## config.mk

```make
export PLATFORM = sky130hd
export DESIGN_NAME = fetch_stage
export DESIGN_NICKNAME = d
export VERILOG_FILES = /design/src/rtl/fetch_stage.sv
export SDC_FILE = /design/constraint.sdc
export NUM_CORES = 1
export LEC_CHECK = 0
export ABC_AREA = 1
export CAP_MARGIN = 40
export CORE_AREA = 2 2 135 137
export DETAILED_ROUTE_END_ITERATION = 8
export DIE_AREA = 0 0 137 139
export HOLD_SLACK_MARGIN = 0.05
export MAX_ROUTING_LAYER = met4
export PLACE_DENSITY_LB_ADDON = 0.05
export SKIP_CTS_REPAIR_TIMING = 1
export SLEW_MARGIN = 20
export SYNTH_ARGS = -nofsm -noshare
export SYNTH_HDL_FRONTEND = slang
export SYNTH_SLANG_ARGS = --single-unit
```

## constraint.sdc

```tcl
create_clock -name clk -period 4.3 [get_ports clk]
set_clock_uncertainty 0.2 [all_clocks]
set_input_delay 0.645 -clock clk [delete_from_list [all_inputs] [get_ports clk]]
set_output_delay 0.645 -clock clk [all_outputs]
set_load 0.01 [all_outputs]
```

## src/rtl/fetch_stage.sv

```systemverilog
// fetch_stage: MIPS instruction-fetch stage (PC, imem address, IF/ID register); FETCH_PERF_CNT_EN adds saturating fetch/flush counters
module fetch_stage #(
    parameter int unsigned         PC_WIDTH = 32,
    parameter logic [PC_WIDTH-1:0] RESET_PC = '0,
    parameter logic [PC_WIDTH-1:0] PC_STEP  = PC_WIDTH'(4)
) (
    input  logic                clk,
    input  logic                rst,
    input  logic                stall,
    input  logic                flush,
    input  logic                pc_src,
    input  logic [PC_WIDTH-1:0] branch_target,
    output logic [PC_WIDTH-1:0] imem_address,
    input  logic [31:0]         imem_instruction,
    output logic [31:0]         if_id_instruction,
    output logic [PC_WIDTH-1:0] if_id_pc_plus4,
    output logic                if_id_valid,
    output logic [31:0]         fetch_count,
    output logic [31:0]         flush_count
);
    localparam logic [PC_WIDTH-1:0] ALIGN = ~PC_WIDTH'(3);
    logic [PC_WIDTH-1:0] pc, pc_plus4, pc_next;
    assign pc_plus4     = pc + PC_STEP;
    assign imem_address = pc;
    // word alignment is enforced on every PC load, so pc[1:0] stays 00
    always_comb pc_next = (pc_src ? branch_target : pc_plus4) & ALIGN;
    always_ff @(posedge clk or posedge rst) begin
        if (rst) begin
            pc                <= RESET_PC & ALIGN;
            if_id_instruction <= '0;
            if_id_pc_plus4    <= '0;
            if_id_valid       <= 1'b0;
        end else if (!stall) begin
            pc                <= pc_next;
            if_id_instruction <= flush ? '0 : imem_instruction;
            if_id_pc_plus4    <= flush ? '0 : pc_plus4;
            if_id_valid       <= !flush;
        end
    end
`ifdef FETCH_PERF_CNT_EN
    always_ff @(posedge clk or posedge rst) begin
        if (rst) begin
            fetch_count <= '0;
            flush_count <= '0;
        end else if (!stall) begin
            if (!flush && fetch_count != '1) fetch_count <= fetch_count + 32'd1;
            if (flush && flush_count != '1) flush_count <= flush_count + 32'd1;
        end
    end
`else
    assign fetch_count = '0;
    assign flush_count = '0;
`endif
endmodule
```

-- After elaboration in Yosys (flattened, before gate mapping)
Cells that the tools add are included.
- add/subtract/negate cells: 1
- multiplexer cells: 3
- reduce and logical (&&, ||, !) cells: 1
- operator list (operator ; count):
    32-bit two-way mux ; 3
    32-bit by 3-bit adder with 32-bit output (second input constant) ; 1
    1-bit zero test ; 1
- register bits after elaboration: 95
- bits of input ports: 69
- output and inout port bits: 161

-- Depth between registers and ports, before layout
Gate-level depths: netlist of run 1.
- depth in word-level cells: 2
- mapped depth: 10
- gate-level depth less buffers: 10

-- Worst setup path after synthesis of run 1
No wires, ideal clock.
- path kind: input to register
- start point: input stall
- end point: register if_id_pc_plus4[21]
- library setup time: 0.066 ns
- arrival time: 1.462 ns
- required time: 4.034 ns
- slack: 2.572 ns
- cell stages on the path: 5
- cells stage by stage: buf_2 -> nor2_1 -> clkbuf_1 -> nand2_1 -> nand2_1
- RTL lines (what ; RTL line ; source):
    start, declared ; 9 ; input logic stall,
    end signal, assigned ; 36 ; if_id_pc_plus4 <= flush ? '0 : pc_plus4;
    end, declared ; 16 ; output logic [PC_WIDTH-1:0] if_id_pc_plus4,

-- Final worst setup path of run 1
- start point: register pc[26] (netlist: imem_address[26])
- end point: output imem_address[26]
- RTL lines (what ; RTL line ; source):
    start, declared ; 22 ; logic [PC_WIDTH-1:0] pc, pc_plus4, pc_next;
    start signal, assigned ; 29 ; pc <= RESET_PC & ALIGN;
    start signal, assigned ; 34 ; pc <= pc_next;
    end, declared ; 13 ; output logic [PC_WIDTH-1:0] imem_address,
No word-level cell between the ends.

==> flow_metrics.tcl, run 1 <==
set metrics [dict create \
    status "finished clean" \
    required_ns 3.45 \
    maxCapViolCount 0 \
    drtIter0Drc 190 \
    gp_congestion 0.824 \
    via_per_inst 4.39 \
    port_buffers 159 \
    dpl.cell_count 1024 \
    slowest_stage "clkdlybuf4s50_1" \
    finalWirelength_um 15000 \
    grt_overflow_total 0 \
    die-height_um 139 \
    crit_arrival_ns 1.41 \
    layout-drive-gt1-share 0.0630 \
    io_pins 230 \
    nets 876 \
    drc_errors 0 \
    leakagePower_nw 3.45 \
    crit_path_start_kind "register" \
    ys_warn_count 0 \
    place_ws_ns 1.75 \
    finalSetupTns_ns 0 \
    endpoint_kind "output port" \
    clk_path_buf_depth 2 \
    slew_viol_final 0 \
    hold_path_class "register to register" \
    synth.lib_cells_used.distinct 26 \
    grt_pass1_wl_um 23600 \
    coreArea_sq_um 17700 \
    critical-path-top-delay-family "buffers and inverters" \
    hpwl_um 11000 \
    critical_path.max_fanout 7 \
    die_w_um 137 \
    first_pass_iters 4 \
    critPathMaxStageDelay_ns 0.59 \
    worstMarginPinSlew_ns 0.789 \
    clk_pin_slew_ns 0.07 \
    path_cells "clkdlybuf4s50_1" \
    rows 49 \
    min_period_over_period 0.525 \
    area_growth_pct 36.4 \
    rsz0062_at_grt "false" \
    cp_num_buf_inv 1 \
    antennaDiodeCount 0 \
    ant_nets 0 \
    grt_usage 0.164 \
    ir_drop_uv 198 \
    dieArea_sq_um 19000 \
    finalCoreUtilization 0.400 \
    final_cell_mix "nand2_1 (218), clkdlybuf4s50_1 (158), dfrtp_1 (93), conb_1 (68), nor2_1 (62)" \
    antenna_found_initial 0 \
    stdcell_count 1039 \
    grt_pass1_vias 4391 \
    postSynthCellCount 656 \
    ys_ff_latch 93 \
    cts_buffers 9 \
    ys_seq_area_frac 0.449 \
    setup_viol_count_final 0 \
    grt_max_degree 77 \
    wl_per_cell_um 14.5 \
    synth-edff-count 0 \
    synth.avg_cell_area_sq_um 7.90 \
    ys.flop_type "dfrtp_1" \
    final_common_cell "nand2_1" \
    start_util 0.294 \
    setup_slack_ns 2.04 \
    htreeDepth 3 \
    clkSinkCount 93 \
    num_vias 4566 \
    critPathKind "register to output port" \
    period_needed_ns 2.26 \
    hold_viol_final 0 \
    syn-cell-area_sq_um 5180 \
    clockRootBuffer "clkbuf_16" \
    async_flop_share 1.00 \
    fmax_ghz 0.443 \
    relSlewSlack 0.474 \
    worstSkewPairLatency_ns 0.35 \
    cts_tree "built" \
    power_density_nw_per_um2 357 \
]
[final cells by class]
class                   count  area [sq um]
inverters                  39           149
well taps                 229           287
fillers                  1827         10600
clock buffers              10           239
multi-input cells         497          2340
clock inverters             5          61.3
repair buffers            166          1670
flip-flops and latches     93          2330
[synth_stat cells (2+ instances only)]
library cell    n  area, sq um
nand2_1       218          818
dfrtp_1        93         2330
buf_4          69          518
nor2_1         63          236
nand3_1        42          210
inv_1          36          135
a22o_1         35          307
a21oi_1        23          115
buf_2          13         65.1
clkbuf_1       11         41.3
o21ai_0         9         45.0
a22oi_1         7         52.6
nand2_2         6         37.5
nor2_2          6         37.5
nor2_4          4         45.0
nand2_4         3         33.8
nor2_8          3         60.1
xor2_1          3         26.3
a21oi_2         2         17.5
and2_1          2         12.5
inv_2           2         7.51
o21ai_1         2         10.0
[worst paths after layout]
kind | start | endpoint | slack (ns) | cells past startpoint
max | imem_address[26]$_DFFE_PP0N_ | imem_address[26] | 2.04 | 1
min | if_id_pc_plus4[26]$_DFFE_PP0N_ | if_id_pc_plus4[26]$_DFFE_PP0N_ | 0.28 | 2
max reg2reg | imem_address[2]$_DFFE_PP0N_ | imem_address[28]$_DFFE_PP0N_ | 2.38 | 10
min reg2reg | if_id_pc_plus4[26]$_DFFE_PP0N_ | if_id_pc_plus4[26]$_DFFE_PP0N_ | 0.28 | 2
max in group asynchronous | rst | if_id_pc_plus4[22]$_DFFE_PP0N_ | 2.78 | 3
min in group asynchronous | rst | if_id_instruction[16]$_DFFE_PP0N_ | 0.49 | 2
[registers in the layout, summed over array words and instances, names as in the netlist]
| name | count |
|---|---|
| if_id_instruction | 32 |
| if_id_pc_plus4 | 30 |
| imem_address | 30 |
| if_id_valid | 1 |
[through the flow]
stage	total power [W]	instance area, sq um	hold slack [ns]
after floorplan	0.00142	5430	0.315
after global placement	0.00171	6750	0.265
after detailed placement	0.00172	6770	0.265
after CTS	0.00257	7070	0.283
after global routing	0.00267	7070	0.302
final	0.00252	7070	0.279
[kinds of logic (layout without fill, tap and decap cells)]
group,after synthesis,count (layout),synth area share
simple gates,347,347,0.288
other cells,1,68,0.000724
fa+ha+maj,1,1,0.00241
flops,93,93,0.449
compound gates,78,78,0.106
buf+inv,133,220,0.149
xor+xnor,3,3,0.00507
[report_power, final]
| part | internal [W] | leakage [nW] | switching, W |
|---|---|---|---|
| sequential | 0.000967 | 1.17 | 0.0000898 |
| clock | 0.000466 | 0.148 | 0.000363 |
| combinational | 0.000311 | 2.13 | 0.000325 |
| total | 0.00174 | 3.45 | 0.000778 |
[per-layer routing]
metal  up-vias  wire [um]  global-route usage
li1       2255          -                   -
met4         0        235              0.0651
met3        14        846              0.0227
met1      2141       7010               0.221
met5         -          0                   -
met2       156       6930               0.249
Power figures use the tool's default switching activity.
==> inputs of run 2 (changes only) <==
Clock period 4.3 ns to 2.3 ns, I/O delays scaled along.
==> run 2 against run 1 <==
Clock-buffer cell count shrank 1. Sequential power grew 87%. Highest routed layer unchanged. Global-route usage about the same. Via count barely moved.
==> flow_metrics.tcl, run 2 (synthesis results as in run 1) <==
set metrics [dict create \
    via_per_inst 4.38 \
    setup_viol_count_final 0 \
    antenna_found_initial 0 \
    grt_pass1_wl_um 24100 \
    slowest_stage "clkdlybuf4s50_1" \
    critPathKind "register to output port" \
    rows 49 \
    gp_congestion 0.826 \
    status "finished clean" \
    required_ns 1.75 \
    num_vias 4563 \
    first_pass_iters 4 \
    dieArea_sq_um 19000 \
    largest_reg_flops 32 \
    grt_max_degree 58 \
    cts_tree "built" \
    setup_slack_ns 0.331 \
    period_needed_ns 1.97 \
    nets 877 \
    hpwl_um 10800 \
    dpl_cell_area_sq_um 6820 \
    grt_overflow_total 0 \
    drc_errors 0 \
    final_cell_mix "nand2_1 (218), clkdlybuf4s50_1 (158), dfrtp_1 (93), conb_1 (68), nor2_1 (62)" \
    slew_viol_final 0 \
    maxCapViolCount 0 \
    r2r-start "imem_address[2]$_DFFE_PP0N_" \
    port_buffers 159 \
    power_w 0.00477 \
    ant_nets 0 \
    critPathMaxStageDelay_ns 0.59 \
    r2r-end "imem_address[28]$_DFFE_PP0N_" \
    critical_path.max_fanout 6 \
    rsz0062_at_grt "false" \
    r2r_setup_slack_ns 0.42 \
    final_common_cell "nand2_1" \
    wl_per_cell_um 14.3 \
    crit_path_start_kind "register" \
    clk_pin_slew_ns 0.07 \
    regMostFlops "if_id_instruction" \
    ir_drop_uv 371 \
    die-height_um 139 \
    grt_usage 0.165 \
    critical-path-top-delay-family "buffers and inverters" \
    cts_buffers 9 \
    endpoint "imem_address[16]" \
    htreeDepth 3 \
    endpoint_kind "output port" \
    finalWirelength_um 14900 \
    start_util 0.294 \
    clk_path_buf_depth 2 \
    hold_path_class "input pin to async pin" \
    cp.depth 1 \
    hold_viol_final 0 \
    crit_arrival_ns 1.42 \
    coreArea_sq_um 17700 \
    fmax_ghz 0.508 \
    finalCoreUtilization 0.404 \
    design_area_sq_um 7130 \
    leakagePower_nw 3.47 \
    cp-startpoint "imem_address[16]$_DFFE_PP0N_" \
    finalSetupTns_ns 0 \
    power_density_nw_per_um2 670 \
    io_pins 230 \
    clockRootBuffer "clkbuf_16" \
    worstSkewPairLatency_ns 0.36 \
    layout-drive-gt1-share 0.0653 \
    die_w_um 137 \
    path_cells "clkdlybuf4s50_1" \
    place_ws_ns 0.411 \
    min_period_over_period 0.856 \
    cp_num_buf_inv 1 \
    grt_pass1_vias 4448 \
    clkSinkCount 93 \
    antennaDiodeCount 0 \
    fillers 1778 \
    drtIter0Drc 194 \
    r2r_cells 10 \
    area_growth_pct 37.5 \
]
[run 2: cell count changes in the layout (fill, tap and decap cells not counted), moves of 2 or more]
cell      delta
inv_8        +2
inv_6        +4
clkinv_4     -3
buf_12       +3
buf_4        -2
[run 2: layer usage]
| layer | vias to the layer above | track usage | part of all wire |
|---|---|---|---|
| met4 | 0 | 0.0597 | 0.016 |
| met2 | 137 | 0.254 | 0.46 |
| li1 | 2253 | - | - |
| met5 | - | - | 0 |
| met3 | 13 | 0.0223 | 0.058 |
| met1 | 2160 | 0.221 | 0.47 |
[run 2: metrics by stage]
| step | hold slack (ns) | std cells |
|---|---|---|
| floorplan | 0.278 | 723 |
| global route | 0.117 | 1041 |
| CTS | 0.0921 | 1041 |
| finish | 0.0948 | 1041 |
| detailed placement | 0.265 | 1025 |
| global placement | 0.265 | 1025 |
[run 2: report_power, final]
part	leakage, nW	internal [W]	switching (W)
Sequential	1.17	0.00181	0.000169
Combinational	2.15	0.000589	0.000608
Clock	0.155	0.000875	0.000727
Total	3.47	0.00327	0.00150
[run 2: cell type report]
| class | instances | area (sq um) | share of cell area |
|---|---|---|---|
| Multi-Input combinational cell | 497 | 2340 | 0.328 |
| Sequential cell | 93 | 2330 | 0.326 |
| Timing Repair Buffer | 167 | 1710 | 0.240 |
| Tap cell | 229 | 287 | 0.0402 |
| Clock buffer | 9 | 225 | 0.0316 |
| Inverter | 39 | 150 | 0.0211 |
| Clock inverter | 7 | 87.6 | 0.0123 |
[run 2: how the worst min path moves through the flow]
stage | from | slack (ns) | end | cells past startpoint
6_report | rst | 0.09 | if_id_instruction[23]$_DFFE_PP0N_ | 2
5_1_grt | rst | 0.12 | if_id_instruction[23]$_DFFE_PP0N_ | 2
4_1_cts | rst | 0.09 | if_id_instruction[23]$_DFFE_PP0N_ | 2
3_5_place_dp | if_id_pc_plus4[21]$_DFFE_PP0N_ | 0.26 | if_id_pc_plus4[21]$_DFFE_PP0N_ | 2
3_3_place_gp | if_id_pc_plus4[22]$_DFFE_PP0N_ | 0.27 | if_id_pc_plus4[22]$_DFFE_PP0N_ | 2
2_1_floorplan | imem_instruction[0] | 0.28 | if_id_instruction[0]$_DFFE_PP0N_ | 1
[run 2: worst reg2reg max path, delay by kind of cell (launching register included)]
| kind | cells | cell delay [ns] |
|---|---|---|
| simple gates | 9 | 0.93 |
| fa+ha+maj | 1 | 0.22 |
| flops | 1 | 0.42 |
==> inputs of run 3 (changes only) <==
Settings changed: CORE_AREA 2 2 135 137 to 2 2 113 115, DIE_AREA 0 0 137 139 to 0 0 115 117, SETUP_SLACK_MARGIN from default to 0.05.
==> run 3 against run 2 <==
Sequential power is essentially flat. Cell area shrank 2.1%. Flip-flop and latch count is the same. Total power is 1.9% lower. Sequential share of layout area increased by 0.68 points. Clock power decreased by 5%. Critical path depth unchanged. Clock-buffer cell count is the same. Critical path type unchanged. Largest power group unchanged.
==> flow_metrics.tcl, run 3 (synthesis results as in run 1) <==
set metrics [dict create \
    critPathKind "register to output port" \
    largest_reg_flops 32 \
    slew_viol_final 0 \
    crit_path_start_kind "register" \
    r2r-start "imem_address[2]$_DFFE_PP0N_" \
    start_util 0.421 \
    place_ws_ns 0.480 \
    cp-startpoint "imem_address[29]$_DFFE_PP0N_" \
    final_cell_mix "nand2_1 (218), clkdlybuf4s50_1 (158), dfrtp_1 (93), conb_1 (68), nor2_1 (62)" \
    period_needed_ns 1.95 \
    die-height_um 117 \
    cts_buffers 9 \
    coreArea_sq_um 12300 \
    rows 41 \
    crit_arrival_ns 1.41 \
    worstMarginPinSlew_ns 0.506 \
    die_w_um 115 \
    critical_path.max_fanout 6 \
    drc_errors 0 \
    hold_viol_final 0 \
    finalSetupTns_ns 0 \
    antennaDiodeCount 0 \
    worstSkewPairLatency_ns 0.35 \
    ir_drop_uv 351 \
    hold_ws_ns 0.204 \
    hpwl_um 9890 \
    power_density_nw_per_um2 671 \
    area_growth_pct 34.7 \
    ant_nets 0 \
    relSlewSlack 0.663 \
    htreeDepth 3 \
    grt_pass1_wl_um 21700 \
    power_w 0.00468 \
    path_cells "clkdlybuf4s50_1" \
    clk_pin_slew_ns 0.06 \
    hold_depth 3 \
    clkSinkCount 93 \
    wl_per_cell_um 14.3 \
    setup_slack_ns 0.346 \
    critPathMaxStageDelay_ns 0.59 \
    critical-path-top-delay-family "buffers and inverters" \
    regMostFlops "if_id_instruction" \
    nets 876 \
    final_common_cell "nand2_1" \
    via_per_inst 4.79 \
    layout-drive-gt1-share 0.0630 \
    rsz0062_at_grt "false" \
    io_pins 230 \
    setup_viol_count_final 0 \
    hold_path_class "input pin to register" \
    min_from "stall" \
    grt_overflow_total 0 \
    clockRootBuffer "clkbuf_16" \
    grt_pass1_vias 4307 \
    cp.depth 1 \
    antenna_found_initial 0 \
    clk_path_buf_depth 2 \
    status "finished clean" \
    endpoint "imem_address[29]" \
    port_buffers 159 \
    slowest_stage "clkdlybuf4s50_1" \
    grt_max_degree 94 \
    drtIter0Drc 213 \
    endpoint_kind "output port" \
    r2r-end "imem_address[16]$_DFFE_PP0N_" \
    cts_tree "built" \
    num_vias 4596 \
    min_period_over_period 0.850 \
    r2r_cells 9 \
    leakagePower_nw 3.45 \
    finalWirelength_um 13700 \
    dieArea_sq_um 13500 \
    fmax_ghz 0.512 \
    gp_congestion 0.862 \
    grt_usage 0.212 \
    required_ns 1.75 \
    r2r_setup_slack_ns 0.45 \
    first_pass_iters 4 \
    cp_num_buf_inv 1 \
    maxCapViolCount 0 \
]
==> run 3: changes by cell type in the layout (fill, tap and decap cells not counted), sizes merged <==
| cell | before | now |
|---|---|---|
| buf | 9 | 8 |
| clkinv | 1 | 3 |
| clkinvlp | 1 | 2 |
| inv | 43 | 39 |
==> run 3: metal layers <==
layer	routed length [um]	track usage	share of wire	up-vias
met5	0	-	0	-
met2	6530	0.318	0.48	165
met3	659	0.0294	0.048	12
met1	6330	0.296	0.46	2163
met4	199	0.0771	0.015	0
li1	-	-	-	2256
==> run 3: report_power, final <==
| group | internal [W] | switching (W) | leakage (nW) |
|---|---|---|---|
| logic | 0.000583 | 0.000601 | 2.13 |
| registers | 0.00181 | 0.000170 | 1.17 |
| clock network | 0.000849 | 0.000673 | 0.142 |
==> run 3: layout make-up <==
cell class                 instances  area [sq um]
fill                            1153          5330
sequential                        93          2330
inverter                          39           150
timing repair buffer             166          1680
tap                              150           188
clock buffer                       9           225
multi-input combinational        497          2340
clock inverter                     6          72.6
==> run 3: worst min-delay path by stage <==
stage,endpoint
after global routing,if_id_pc_plus4[30]$_DFFE_PP0N_
after detailed placement,if_id_pc_plus4[15]$_DFFE_PP0N_
after global placement,if_id_pc_plus4[23]$_DFFE_PP0N_
after floorplan,if_id_instruction[0]$_DFFE_PP0N_
final,imem_address[31]$_DFFE_PP0N_
after CTS,imem_address[31]$_DFFE_PP0N_
==> run 3: through the flow <==
stage          area (sq um)  utilization  instances
2_1_floorplan          5440            -        723
3_3_place_gp           6680        0.543        945
3_5_place_dp           6680        0.543        945
4_1_cts                6980        0.567        960
5_1_grt                6980        0.567        960
6_report               6980        0.567        960
